===== src/rtl/lifo_arbiter.sv =====
// Round-robin arbiter sharing one external LIFO among NUM_REQ requesters, tracking occupancy itself.
// Optional macro LIFO_ARB_ERR_EN: ineligible requests are granted and answered with rsp_err.
module lifo_arbiter #(
  parameter int NUM_REQ    = 4,
  parameter int DEPTH      = 12,
  parameter int DATA_WIDTH = 8
) (
  input  logic                            clk,
  input  logic                            rst,
  input  logic [NUM_REQ-1:0]              req_valid,
  input  logic [NUM_REQ-1:0]              req_op,
  input  logic [NUM_REQ*DATA_WIDTH-1:0]   req_data,
  output logic [NUM_REQ-1:0]              req_grant,
  output logic [NUM_REQ-1:0]              rsp_valid,
  output logic [DATA_WIDTH-1:0]           rsp_data,
  output logic                            rsp_err,
  output logic [DATA_WIDTH-1:0]           data_wr,
  output logic                            wr_en,
  output logic                            rd_en,
  input  logic [DATA_WIDTH-1:0]           data_rd,
  output logic [$clog2(DEPTH+1)-1:0]      count
);
  localparam int IDX_W = (NUM_REQ > 1) ? $clog2(NUM_REQ) : 1;
  localparam int CNT_W = $clog2(DEPTH+1);
  localparam logic [CNT_W-1:0] CNT_MAX  = CNT_W'(DEPTH);
  localparam logic [IDX_W-1:0] IDX_LAST = IDX_W'(NUM_REQ-1);

  typedef enum logic {IDLE, POP_WAIT} state_t;

  state_t               state;
  logic [IDX_W-1:0]     last_granted;
  logic [IDX_W-1:0]     pop_idx_p1;
  logic                 vld_p0;
  logic [IDX_W-1:0]     gnt_idx;
  logic                 gnt_op;
  logic                 gnt_elig;
  logic                 not_full;
  logic                 not_empty;
  logic [NUM_REQ-1:0]   elig;
  logic [NUM_REQ-1:0]   cand;
`ifdef LIFO_ARB_ERR_EN
  logic                 pop_err_p1;
`endif

  // Requester index k positions after base, wrapping at NUM_REQ.
  function automatic logic [IDX_W-1:0] rr_idx(input logic [IDX_W-1:0] base, input int k);
    int s;
    s = int'(base) + k;
    if (s >= NUM_REQ) s = s - NUM_REQ;
    return IDX_W'(s);
  endfunction

  // Stage p0: eligibility, round-robin pick and combinational grant/LIFO strobes
  always_comb begin
    not_full  = (count < CNT_MAX);
    not_empty = (count != '0);
    for (int i = 0; i < NUM_REQ; i++)
      elig[i] = req_valid[i] && (req_op[i] ? not_empty : not_full);
`ifdef LIFO_ARB_ERR_EN
    cand = req_valid;
`else
    cand = elig;
`endif
    vld_p0  = 1'b0;
    gnt_idx = '0;
    // Scan farthest-first so the closest candidate after last_granted wins.
    if (state == IDLE && !rst) begin
      for (int k = NUM_REQ; k >= 1; k--) begin
        if (cand[rr_idx(last_granted, k)]) begin
          vld_p0  = 1'b1;
          gnt_idx = rr_idx(last_granted, k);
        end
      end
    end
    gnt_op   = req_op[gnt_idx];
    gnt_elig = elig[gnt_idx];

    req_grant = '0;
    wr_en     = 1'b0;
    rd_en     = 1'b0;
    data_wr   = '0;
    if (vld_p0) begin
      req_grant[gnt_idx] = 1'b1;
      wr_en = gnt_elig && !gnt_op;
      rd_en = gnt_elig && gnt_op;
    end
    for (int i = 0; i < NUM_REQ; i++)
      if (wr_en && gnt_idx == IDX_W'(i))
        data_wr = req_data[i*DATA_WIDTH +: DATA_WIDTH];
  end

  // Stage p1: response presented while waiting on the LIFO read data
  always_comb begin
    rsp_valid = '0;
    rsp_data  = '0;
    rsp_err   = 1'b0;
    if (state == POP_WAIT && !rst) begin
      rsp_valid[pop_idx_p1] = 1'b1;
`ifdef LIFO_ARB_ERR_EN
      rsp_err  = pop_err_p1;
      rsp_data = pop_err_p1 ? '0 : data_rd;
`else
      rsp_data = data_rd;
`endif
    end
  end

  always_ff @(posedge clk or posedge rst) begin
    if (rst) begin
      state        <= IDLE;
      count        <= '0;
      last_granted <= IDX_LAST;
      pop_idx_p1   <= '0;
`ifdef LIFO_ARB_ERR_EN
      pop_err_p1   <= 1'b0;
`endif
    end else begin
      case (state)
        IDLE: begin
          if (vld_p0) begin
            last_granted <= gnt_idx;
            pop_idx_p1   <= gnt_idx;
            if (wr_en) count <= count + 1'b1;
            if (rd_en) count <= count - 1'b1;
            if (gnt_op || !gnt_elig) state <= POP_WAIT;
`ifdef LIFO_ARB_ERR_EN
            pop_err_p1 <= !gnt_elig;
`endif
          end
        end
        POP_WAIT: state <= IDLE;
        default:  state <= IDLE;
      endcase
    end
  end

endmodule


===== config.mk =====
export PLATFORM = sky130hd
export DESIGN_NAME = lifo_arbiter
export DESIGN_NICKNAME = d
export VERILOG_FILES = /design/src/rtl/lifo_arbiter.sv
export SDC_FILE = /design/constraint.sdc
export NUM_CORES = 1
export LEC_CHECK = 0
export ABC_AREA = 1
export CAP_MARGIN = 5
export CORE_AREA = 2 2 70 52
export DETAILED_ROUTE_END_ITERATION = 12
export DIE_AREA = 0 0 72 54
export PLACE_DENSITY = 0.93
export SYNTH_ARGS = -nofsm -noshare
export SYNTH_HDL_FRONTEND = slang
export SYNTH_SLANG_ARGS = --single-unit

===== constraint.sdc =====
create_clock -name clk -period 4.7 [get_ports clk]
set_input_delay 0.94 -clock clk [delete_from_list [all_inputs] [get_ports clk]]
set_output_delay 0.94 -clock clk [all_outputs]
set_load 0.01 [all_outputs]

### Word level (Yosys, flattened, before mapping)

Index checks and enable logic that the tools add are counted.

| storage, ports and cells | value |
|---|---|
| ROM bits | 0 |
| RAM bits | 0 |
| output and inout port bits | 31 |
| memories | 0 |
| logic and storage cells | 106 |
| register bits after elaboration | 9 |
| latch bits | 0 |
| bits of input ports | 50 |

| cells by class | value |
|---|---|
| $lt $le $gt $ge | 13 |
| muxes and demuxes | 52 |
| add/subtract/negate cells | 10 |
| divide/modulo/power cells | 0 |
| multipliers | 0 |
| bitwise gates (word level) | 1 |
| shift operators | 0 |
| equal/unequal tests | 3 |
| reductions and logical operators | 23 |

Operator list:

| kind | number |
|---|---|
| $mux 8 | 5 |
| $mux 2 | 13 |
| $mux 1 | 21 |
| $lt 2x3->1 const B | 6 |
| $mux 4 | 4 |
| $logic_and 1x1->1 | 14 |
| $bmux 1 s2 | 6 |
| $ge 3x3->1 const B | 3 |
| $sub 2x1->2 const B | 4 |
| $add 2x2->3 const B | 2 |
| $add 2x3->4 const B | 1 |
| $add 4x1->4 const B | 1 |
| $demux 1 s2 | 2 |
| $eq 2x2->1 const B | 2 |
| $ge 2x1->1 const B | 2 |
| $ge 4x3->1 const B | 1 |
| $lt 4x4->1 const B | 1 |
| $reduce_bool 4->1 | 1 |
| $sub 4x1->4 const B | 1 |
| $add 2x1->3 const B | 1 |
| $logic_not 1->1 | 3 |
| $reduce_and 3->1 | 1 |
| $eq 2x1->1 const B | 1 |
| $logic_not 2->1 | 1 |
| 5 further kinds | 5 |

### Longest topological paths before layout

Gate-level depths: netlist of the first run.

| logic depth | value |
|---|---|
| word-level depth | 21 |
| depth in mapped cells | 27 |
| mapped depth without buffers | 26 |

### Worst setup path before layout of the first run

OpenSTA, ideal clock, no wires.

| timing path | value |
|---|---|
| kind | input port to flip-flop |
| from | input port req_valid[3] |
| to | register count[3] |
| buffers on the path | 1 |
| arrival time | 3273 ps |
| stages on the path | 22 |
| slack | 1309 ps |
| data required time | 4583 ps |
| setup time | 117 ps |
| path through | inv_1 nor2_1 nand3_1 nand2_1 nand2_1 nand2_1 nand3_1 a21oi_4 nand4_1 nand2_1 a21oi_2 buf_2 nor2_1 ha_1 nand2_1 nand2_1 a31oi_1 inv_1 nand2_2 nand3_1 nand2_1 nand2_1 |

| between the ends | value |
|---|---|
| elaborated cells on any way between the ends | 31 |

RTL lines:

| item | RTL line | text |
|---|---|---|
| start, declared | 10 | `input logic [NUM_REQ-1:0] req_valid,` |
| $logic_and 1x1->1 (*) | 58 | `elig[i] = req_valid[i] && (req_op[i] ? not_empty : not_full);` |
| $bmux 1 s2 | 69 | `if (cand[rr_idx(last_granted, k)]) begin` |
| $mux 1 (not written as such) | 69 |  |
| $mux 2 (4 in a row) | 69 |  |
| $mux 2 | 67 | `if (state == IDLE && !rst) begin` |
| $bmux 1 s2, on equally long branches | 76, 75 |  |
| $mux 1, on equally long branches | 76, 75 |  |
| $logic_and 1x1->1 | 85 | `rd_en = gnt_elig && gnt_op;` |
| $mux 1 (*) | 82 | `if (vld_p0) begin` |
| net rd_en | 19 | `output logic rd_en,` |
| $reduce_bool 2->1 (no source line) | - |  |
| $reduce_and 3->1 (no source line) | - |  |
| end signal, assigned | 123 | `if (wr_en) count <= count + 1'b1;` |
| end signal, assigned | 124 | `if (rd_en) count <= count - 1'b1;` |
| end, declared | 21 | `output logic [$clog2(DEPTH+1)-1:0] count` |

Mark *: on every way through the listed nets, which the timed path passes. The rest lies on a longest branch. The select of a mux whose other input is x is not followed.
A chain may end at the register's enable or synchronous reset.

### Worst setup path in the final report of the first run

| timing path | value |
|---|---|
| from | input port req_op[3] |
| to | output port rd_en |

| between the ends | value |
|---|---|
| cells in the longest elaborated chain, start to end | 13 |
| elaborated cells on any way between the ends | 26 |

RTL lines:

| item | RTL line | text |
|---|---|---|
| start, declared | 11 | `input logic [NUM_REQ-1:0] req_op,` |
| $mux 1 | 58 |  |
| $logic_and 1x1->1 | 58 |  |
| $bmux 1 s2 | 69 |  |
| $mux 1 (not written as such) | 69 |  |
| $mux 2 (4 in a row) | 69 |  |
| $mux 2 | 67 |  |
| $bmux 1 s2, on equally long branches | 76, 75 |  |
| $mux 1, on equally long branches | 76, 75 |  |
| $logic_and 1x1->1 | 85 |  |
| $mux 1 (*) | 82 |  |
| end, declared | 19 |  |

Mark *: on every way between the ends. The rest lies on a longest branch, timed or not. The select of a mux whose other input is x is not followed.

==> results of run 1 <==
## cell type report
| type | instances | share of cell area [%] |
|---|---|---|
| Timing Repair Buffer | 87 | 42.0 |
| Multi-Input combinational cell | 146 | 37.1 |
| Sequential cell | 9 | 10.8 |
| Inverter | 32 | 5.68 |
| Tap cell | 40 | 2.37 |
| Clock buffer | 4 | 2.13 |
## kinds of logic after synthesis
family / share of synthesized area [%]
other: 0.321
and+or+nand+nor: 54.1
DFF: 19.5
xor gates and xnor gates: 2.25
buffers and inverters: 13.4
AOI/OAI and AO/OA: 6.64
adders and majority gates: 3.85
## per-layer routing
metal | up-vias | wire, µm | GRT usage (%)
met4 | 0 | 12 | 5.03
met3 | 2 | 195 | 4.87
met1 | 716 | 1790 | 25.0
li1 | 807 | - | -
met5 | - | 0 | 0
met2 | 51 | 2040 | 36.6
## cell usage in the layout (no fill, tap or decap), types with 2 or more instances in the layout
cell	netlist	layout
buf_4	2	7
nor2_2	5	5
nor2_1	25	25
xor2_1	3	3
nand4_1	26	26
dfstp_2	2	2
clkdlybuf4s50_1	0	69
dfrtp_1	7	7
inv_2	4	4
clkbuf_8	0	3
nor3_1	5	5
inv_1	28	28
nand3_1	15	15
nand2_1	41	41
ha_1	2	2
o21ai_0	6	6
nand2_4	2	2
dlymetal6s2s_1	0	10
nand2_2	6	6
nor3_2	2	2
## power by group through the flow
stage	Combinational, mW	Clock, mW	Sequential, mW
CTS	1.14	0.0938	0.176
global placement	1.10	0	0.173
detailed placement	1.13	0	0.176
floorplan	0.676	0	0.165
finish	1.12	0.0897	0.177
global route	1.23	0.0966	0.183
## how the worst max path moves through the flow
stage                            end  slack, ns  depth (start not counted)
final                          rd_en       0.19                         15
after global placement    data_wr[4]       0.23                         19
after CTS                 data_wr[4]       0.13                         19
after floorplan             count[3]       1.31                         22
after global routing           rd_en       0.07                         15
after detailed placement  data_wr[2]       0.14                         19
## worst max-delay path, delay by kind of cell
kind / cells / cell delay [ns]
simple gates: 10 / 1.05
compound gates: 2 / 0.33
buf+inv: 3 / 1.24
## registers in the layout, indices dropped and copies added (netlist names)
signal,cells
state,1
pop_idx_p1,2
last_granted,2
count,4
==> results_dict.tcl, run 1 <==
set metrics [dict create \
    layout_setup_ws_ns 0.192 \
    p_sw_uw 714 \
    instances_no_fill 318 \
    hp-start "last_granted[1]" \
    ff2ff_path_depth 27 \
    rsz0062_at_grt "no" \
    clock_latency_ns 0.23 \
    netlist_area_um2 1170 \
    cap_violations 0 \
    die-area_um2 3890 \
    synth_edf_count 0 \
    fin_setup_tns_ns 0 \
    whs_ns 0.561 \
    gp_congestion 0.846 \
    grt_pass1_wl_mm 6.23 \
    first_iter_violations 114 \
    wire_per_inst_um 12.7 \
    crit_type "in -> out" \
    post_cts_buffers 0 \
    finish.utilization_pct 63.9 \
    rows 18 \
    cts_root_buffer "clkbuf_8" \
    rr_startpoint "count[0]" \
    path_cells "clkdlybuf4s50_1 -> nor2_1 -> nor2_1 -> nand3_1 -> nand2_1 -> nand2_1 -> nand2_1 -> nand3_1 -> a21oi_4 -> nand4_1 -> nand2_1 -> a21oi_2 -> buf_12 -> nor2_1 -> clkdlybuf4s50_1" \
    wl_mm 4.04 \
    die_y_um 54 \
    drv_slew 0 \
    drive_gt1_share_pct 12.9 \
    nNetsFinal 332 \
    powerDensity_nw_per_um2 655 \
    synth.avg_cell_area_um2 6.02 \
    synth_most_common_cell "nand2_1" \
    sw_frac_of_total_pct 51.5 \
    io_buffers 79 \
    clock_skew_ns 0.00681 \
    antenna_found_initial 0 \
    die_w_um 72 \
    fin_crit_sh_pct 95.9 \
    cpPeakStageDelay_ns 0.56 \
    ys_warn_count 0 \
    drc 0 \
    synth_area_leader_cell "dfrtp_1" \
    power_frac_clock_pct 6.5 \
    netlist_instances 194 \
    ant_nets 0 \
    peakVddDrop_mv 0.436 \
    syn-num-nets 247 \
    yosysUniqueCellTypes 27 \
    viasPerCell 4.96 \
    cpMostUsedCell "nand2_1" \
    status "finished clean" \
    cp_slowest_cell "clkdlybuf4s50_1" \
    dp.cells 314 \
    regToRegEndpoint "count[3]" \
    clockBufferDepth 2 \
    place_hpwl_mm 3.26 \
    hold_viol_final 0 \
    synth_ff_type "dfrtp_1" \
    track_usage_pct 20.4 \
    multi_input_area_um2 785 \
    antenna-diode-count 0 \
    gr-total-overflow 0 \
    worstPathArrival_ns 3.57 \
    core_um2 3310 \
    fill_cells 283 \
    stdcell_area_um2 2120 \
    final-setup-viol-count 0 \
    worstHoldPathType "reg -> reg" \
    critPathMaxFanout 20 \
    power_frac_seq_pct 12.7 \
    synth_area_leaders "dfrtp_1 15%, nand4_1 14%, nand2_1 13%" \
    place_area_um2 2050 \
    cts_resized 0 \
    ctsHoldBuffers 0 \
    cts_buffers 3 \
    hold_path_depth 2 \
    ys_seq_elements 9 \
    register_area_um2 228 \
    clk_pin_slew_ns 0.05 \
    first_pass_iters 4 \
    h-tree-depth 1 \
    regToRegSetupSlack_ns 1.41 \
    power_leakage_nw 1.11 \
    grt_pass1_vias 1457 \
    cp-end-kind "primary output" \
    grt_max_degree 21 \
    clock_sinks 9 \
    combPwrFrac_pct 80.8 \
    hold_end "last_granted[1]" \
    cts_tree "built" \
    fmax_mhz 222 \
    required_ns 3.76 \
    finalPower_mw 1.39 \
    start_util_pct 35.3 \
    area_growth_pct 81.0 \
    ys_top_cells_by_count "41 x nand2_1, 28 x inv_1, 26 x nand4_1, 25 x nor2_1, 15 x nand3_1" \
    startpoint "req_op[3]" \
    synth_top_area_share_pct 15.0 \
    ys_seq_area_share_pct 19.5 \
    p_int_uw 673 \
    pre_cts_slack_ns 0.143 \
    asyncSetResetFlopFracSynth_pct 100 \
    finalCriticalPeriod_ns 4.51 \
    start_kind "primary input" \
    ios 81 \
    dr_total_vias 1576 \
]
(Power assumes the default switching activity.)
==> run 2: changes to the inputs <==
- CORE_AREA: 2 2 70 52 -> 2 2 75 48
- DIE_AREA: 0 0 72 54 -> 0 0 77 50
- PLACE_DENSITY: 0.93 -> 0.94
==> run 2 against run 1 <==
  * Sequential power is essentially flat
  * Core utilization grew 3.5 points
  * Wire length grew 6.0%
  * Worst hold slack lost 0.015 ns
  * Cell count grew 1.6%
  * Combinational power grew 4%
  * Flip-flop and latch count is the same
==> results_dict.tcl, run 2 (synthesized netlist as in run 1, its figures left out) <==
set metrics [dict create \
    fill_cells 275 \
    worstHoldPathType "reg -> reg" \
    ff2ff_path_depth 27 \
    grt.busiest_layer "met2" \
    fmax_mhz 223 \
    h-tree-depth 1 \
    ctsHoldBuffers 0 \
    met3_usage_pct 4.21 \
    required_ns 3.76 \
    cts_buffers 3 \
    grt_pass1_vias 1556 \
    crit_type "in -> out" \
    gr-total-overflow 0 \
    cap_violations 0 \
    wire_per_inst_um 13.3 \
    cts_tree "built" \
    register_area_um2 228 \
    regToRegSetupSlack_ns 1.34 \
    cp-end-kind "primary output" \
    whs_ns 0.545 \
    gp_congestion 0.966 \
    drv_slew 0 \
    drive_gt1_share_pct 13.7 \
    wl_mm 4.28 \
    reg.largest.list "count x4, last_granted x2, pop_idx_p1 x2" \
    start_util_pct 36.9 \
    die-area_um2 3850 \
    hp-start "last_granted[1]" \
    final-setup-viol-count 0 \
    worstPathArrival_ns 3.54 \
    multi_input_area_um2 795 \
    fin_crit_sh_pct 95.4 \
    drc 0 \
    core_um2 3160 \
    hold_end "last_granted[1]" \
    rr_startpoint "count[0]" \
    die_w_um 77 \
    nNetsFinal 332 \
    clock_skew_ns 0.000570 \
    rows 16 \
    powerDensity_nw_per_um2 668 \
    clk_pin_slew_ns 0.04 \
    peakVddDrop_mv 0.398 \
    power_leakage_nw 1.11 \
    top_register "count" \
    antenna-diode-count 0 \
    clock_sinks 9 \
    status "finished clean" \
    clock_latency_ns 0.23 \
    met1_usage_pct 29.5 \
    grt_pass1_wl_mm 6.98 \
    mostFrequentLayoutCells "69 x clkdlybuf4s50_1, 40 x nand2_1, 28 x inv_1" \
    area_growth_pct 82.5 \
    final_common_cell "clkdlybuf4s50_1" \
    regToRegEndpoint "count[3]" \
    die_y_um 50 \
    finalCriticalPeriod_ns 4.48 \
    cts_root_buffer "clkbuf_8" \
    first_pass_iters 6 \
    hold_path_depth 2 \
    antenna_found_initial 0 \
    first_iter_violations 59 \
    place_hpwl_mm 3.46 \
    hold_viol_final 0 \
    rsz0062_at_grt "no" \
    track_usage_pct 22.4 \
    io_buffers 79 \
    start_kind "primary input" \
    largest_reg_flops 4 \
    viasPerCell 4.96 \
    dr_total_vias 1603 \
    clockBufferDepth 2 \
    grt_max_degree 24 \
    fin_setup_tns_ns 0 \
    ios 81 \
    ant_nets 0 \
    critPathMaxFanout 6 \
    grt_use_met2_pct 38.3 \
]
==> run 2: worst max-delay path, stage by stage <==
cell and delay, ns:
clkdlybuf4s50_1 0.52, nor2_1 0.06, nor2_1 0.13, nand3_1 0.09, nand2_1 0.12, nand2_1 0.08, nand2_1 0.06, nand3_1 0.11
a21oi_4 0.25, nand4_1 0.13, nand2_2 0.15, a21oi_4 0.06, buf_4 0.16, nor2_1 0.13, clkdlybuf4s50_1 0.56
==> run 2: worst max path at each step <==
stage / cells after the start / slack [ns] / to / from
6_report: 15 / 0.22 / rd_en / req_op[3]
5_1_grt: 15 / 0.02 / rd_en / req_op[1]
4_1_cts: 19 / 0.08 / data_wr[4] / req_op[2]
3_5_place_dp: 19 / 0.08 / data_wr[7] / req_op[2]
3_3_place_gp: 19 / 0.19 / data_wr[4] / req_op[1]
2_1_floorplan: 22 / 1.31 / count[3] / req_valid[3]
==> run 2: layout make-up <==
type / count / area share [%]
clock inverters: 1 / 0.235
inverters: 32 / 5.63
repair buffers: 87 / 41.6
clock buffers: 3 / 1.94
well taps: 45 / 2.64
flip-flops and latches: 9 / 10.7
multi-input cells: 146 / 37.2
==> run 2: repair_timing <==
action / 4_1_cts / 5_1_grt
setup buffers: 0 / 0
setup endpoints to repair: 0 / 10
gates resized for setup: 0 / 12
==> run 2: stage by stage <==
step | util (%) | instances | area, µm² | worst slack [ns] | total power [mW]
after floorplan | - | 194 | 1170 | 1.31 | 0.841
after global placement | 64.9 | 319 | 2050 | 0.185 | 1.28
after detailed placement | 64.9 | 319 | 2050 | 0.0819 | 1.33
after CTS | 66.3 | 323 | 2100 | 0.0787 | 1.43
after global routing | 67.4 | 323 | 2130 | 0.0221 | 1.55
final | 67.4 | 323 | 2130 | 0.216 | 1.42
==> run 2: routing by layer <==
layer | wire length (µm) | part of all wire (%)
met1 | 1910 | 45
met2 | 2060 | 48
met3 | 243 | 5.7
met4 | 76 | 1.8
met5 | 0 | 0
==> run 2: report_power, final <==
group / switching [mW] / total [mW] / internal (mW)
clock network: 0.0315 / 0.0893 / 0.0578
registers: 0.0527 / 0.177 / 0.124
logic: 0.655 / 1.16 / 0.503
==> run 3: changes to the inputs <==
- ABC_AREA: 1 -> unset
- CORE_AREA: 2 2 75 48 -> 2 2 73 47
- CTS_CLUSTER_DIAMETER: unset -> 40
- DIE_AREA: 0 0 77 50 -> 0 0 75 49
- PLACE_DENSITY: 0.94 -> 0.95
==> run 3 against run 2 <==
  * Non-clock buffer count increased by 21
  * Total power decreased by 22%
  * Synthesized area decreased by 7.4%
  * Wire length increased by 13%
  * Worst hold slack got worse by 0.0054 ns
  * Core utilization increased by 6.9 points
  * Via count decreased by 6.1%
  * Count of clock-buffer cells in the layout increased by 1
  * Register-to-register slack got worse by 0.69 ns
  * Maximum frequency decreased by 3.4%
  * Global-route usage increased by 3.0 points
  * Clock skew increased by 0.011 ns
  * Critical endpoint is now data_wr[4]
==> results_dict.tcl, run 3 <==
set metrics [dict create \
    cp_slowest_cell "clkdlybuf4s50_1" \
    yosysUniqueCellTypes 48 \
    synth_top_family_by_area "simple AND/OR/NAND/NOR gates" \
    die_w_um 75 \
    mostFrequentLayoutCells "69 x clkdlybuf4s50_1, 28 x buf_4, 17 x nor2_1" \
    h-tree-depth 1 \
    nNetsFinal 297 \
    required_ns 3.76 \
    start_util_pct 35.3 \
    synth_edf_count 0 \
    cts_buffers 3 \
    path_buf_inv 5 \
    slew_headroom_pct 58.2 \
    fill_cells 186 \
    synth_ff_type "dfrtp_1" \
    synth_top_area_share_pct 16.2 \
    reg.largest.list "count x4, last_granted x2, pop_idx_p1 x2" \
    ff2ff_path_depth 19 \
    rows 16 \
    fin_setup_tns_ns 0 \
    die_y_um 49 \
    synth_compound_area_share_pct 28.6 \
    critPathTopFamily "buffers and inverters" \
    antenna_found_initial 0 \
    drc 0 \
    cpPeakStageDelay_ns 0.49 \
    cpMostUsedCell "buf_4" \
    gr-total-overflow 0 \
    ant_nets 0 \
    first_iter_violations 97 \
    gp_congestion 0.904 \
    ios 81 \
    power_leakage_nw 1.01 \
    ys_warn_count 0 \
    clock_skew_ns 0.0121 \
    worstPathArrival_ns 3.70 \
    track_usage_pct 25.4 \
    first_pass_iters 4 \
    cts_tree "built" \
    viasPerCell 5.23 \
    synth_area_leaders "dfrtp_1 16%, nor2_1 6.2%, a221oi_1 5.7%" \
    fmax_mhz 215 \
    finalCriticalPeriod_ns 4.64 \
    peakVddDrop_mv 0.332 \
    synth-simple-area-share_pct 35.5 \
    largest_reg_flops 4 \
    place_hpwl_mm 3.30 \
    clk_pin_slew_ns 0.05 \
    grt_pass1_wl_mm 7.14 \
    syn-num-nets 191 \
    grt_pass1_vias 1464 \
    synthMuxAreaShare_pct 0 \
    finalPower_mw 1.12 \
    dr_total_vias 1506 \
    cts_root_buffer "clkbuf_8" \
    whs_ns 0.540 \
    synthAdderAreaFrac_pct 4.16 \
    cp-end-kind "primary output" \
    dp.cells 277 \
    clockBufferDepth 2 \
    start_kind "primary input" \
    fin_crit_sh_pct 98.7 \
    synth.avg_cell_area_um2 7.84 \
    netlist_instances 138 \
    status "finished clean" \
    antenna-diode-count 0 \
    area_growth_pct 110 \
    powerDensity_nw_per_um2 490 \
    synth_area_leader_cell "dfrtp_1" \
    ys_seq_area_share_pct 21.0 \
    final-setup-viol-count 0 \
    drv_slew 0 \
    core_um2 3060 \
    worstHoldPathType "reg -> reg" \
    synth_most_common_cell "nor2_1" \
    synthXorXnorAreaFrac_pct 2.43 \
    drive_gt1_share_pct 26.7 \
    io_buffers 79 \
    top_register "count" \
    path_cells "clkdlybuf4s50_1 -> and3b_1 -> a211oi_4 -> buf_4 -> and2b_1 -> o211ai_4 -> nand2_4 -> nor4_4 -> buf_4 -> buf_4 -> a221oi_2 -> nor2_1 -> clkdlybuf4s15_1" \
    crit_type "in -> out" \
    asyncSetResetFlopFracSynth_pct 100 \
    netlist_area_um2 1080 \
    final_common_cell "clkdlybuf4s50_1" \
    clock_sinks 9 \
    wire_per_inst_um 16.8 \
    cap_violations 0 \
    die-area_um2 3680 \
    clock_latency_ns 0.24 \
    ys_top_cells_by_count "18 x nor2_1, 13 x nand2_1, 11 x inv_1, 9 x and2_1, 9 x o22ai_1" \
    wl_mm 4.83 \
    max_slew.worst_pin.slew_ns 0.626 \
    critPathMaxFanout 7 \
    instances_no_fill 288 \
    cp.depth 13 \
    grt_max_degree 13 \
    hold_path_depth 2 \
    hold_viol_final 0 \
    ys_seq_elements 9 \
]
-- run 3: changes by cell type after synthesis, moves of 9 or more --
cell | previous run | this run
and2_1 | 0 | 9
inv_1 | 28 | 11
nand2_1 | 41 | 13
nand3_1 | 15 | 0
nand4_1 | 26 | 1
o22ai_1 | 0 | 9
-- run 3: cells by family after synthesis --
| kind of cell | count (synthesis) |
|---|---|
| fa+ha+maj | 3 |
| compound gates | 38 |
| xor+xnor | 3 |
| flops | 9 |
| buf+inv | 19 |
| simple gates | 65 |
| other cells | 1 |
-- run 3: metrics by stage --
stage / utilization [%] / area [µm²] / setup slack [ns]
floorplan: - / 1080 / 0.881
global placement: 67.4 / 2070 / -0.181
detailed placement: 67.4 / 2070 / -0.194
CTS: 70.3 / 2150 / -0.0762
global route: 74.3 / 2280 / -0.0963
finish: 74.3 / 2280 / 0.0588
-- run 3: layout make-up --
type	count	area (µm²)	share of cell area (%)
inverters	12	45.0	1.98
clock buffers	4	45.0	1.98
well taps	45	56.3	2.47
flip-flops and latches	9	228	10.0
multi-input cells	110	898	39.5
repair buffers	108	1000	44.1
-- run 3: where the power goes --
part | internal (mW) | total [mW] | switching (mW)
Combinational | 0.438 | 0.815 | 0.376
Clock | 0.0595 | 0.0946 | 0.0351
Sequential | 0.124 | 0.207 | 0.0827
-- run 3: final timing paths --
check	slack (ns)	to	startpoint
worst max-delay path	0.06	data_wr[4]	req_op[0]
worst min-delay path	0.54	last_granted[0]	last_granted[0]
worst max register to register	0.65	count[3]	count[3]
worst min register to register	0.54	last_granted[0]	last_granted[0]
max in group asynchronous	3.35	last_granted[0]	rst
min in group asynchronous	1.05	pop_idx_p1[1]	rst
-- run 3: layer usage --
metal / global-route usage [%] / wire, µm
met1: 34.6 / 2080
met2: 38.9 / 2240
met3: 5.58 / 349
met4: 9.82 / 157
met5: 0 / 0
-- run 3: worst register-to-register path: stages (launching register included) --
cell      delay [ns]
dfrtp_1         0.49
nor4_4          0.52
a211o_1         0.30
buf_4           0.14
o22ai_2         0.08
a221oi_4        0.32
buf_4           0.18
nor3b_4         0.05
a211oi_4        0.26
buf_4           0.16
buf_4           0.10
or2_4           0.12
nor2_2          0.04
buf_4           0.14
ha_1            0.28
a21o_1          0.18
a21oi_1         0.18
nor3_1          0.08
nand3b_1        0.17
xnor2_1         0.15
-- run 3: what timing repair did --
item,in CTS,in global routing
hold buffers,0,0
buffers inserted,3,4
resized for setup,16,25
pin swaps,4,8
setup endpoints to repair,10,11
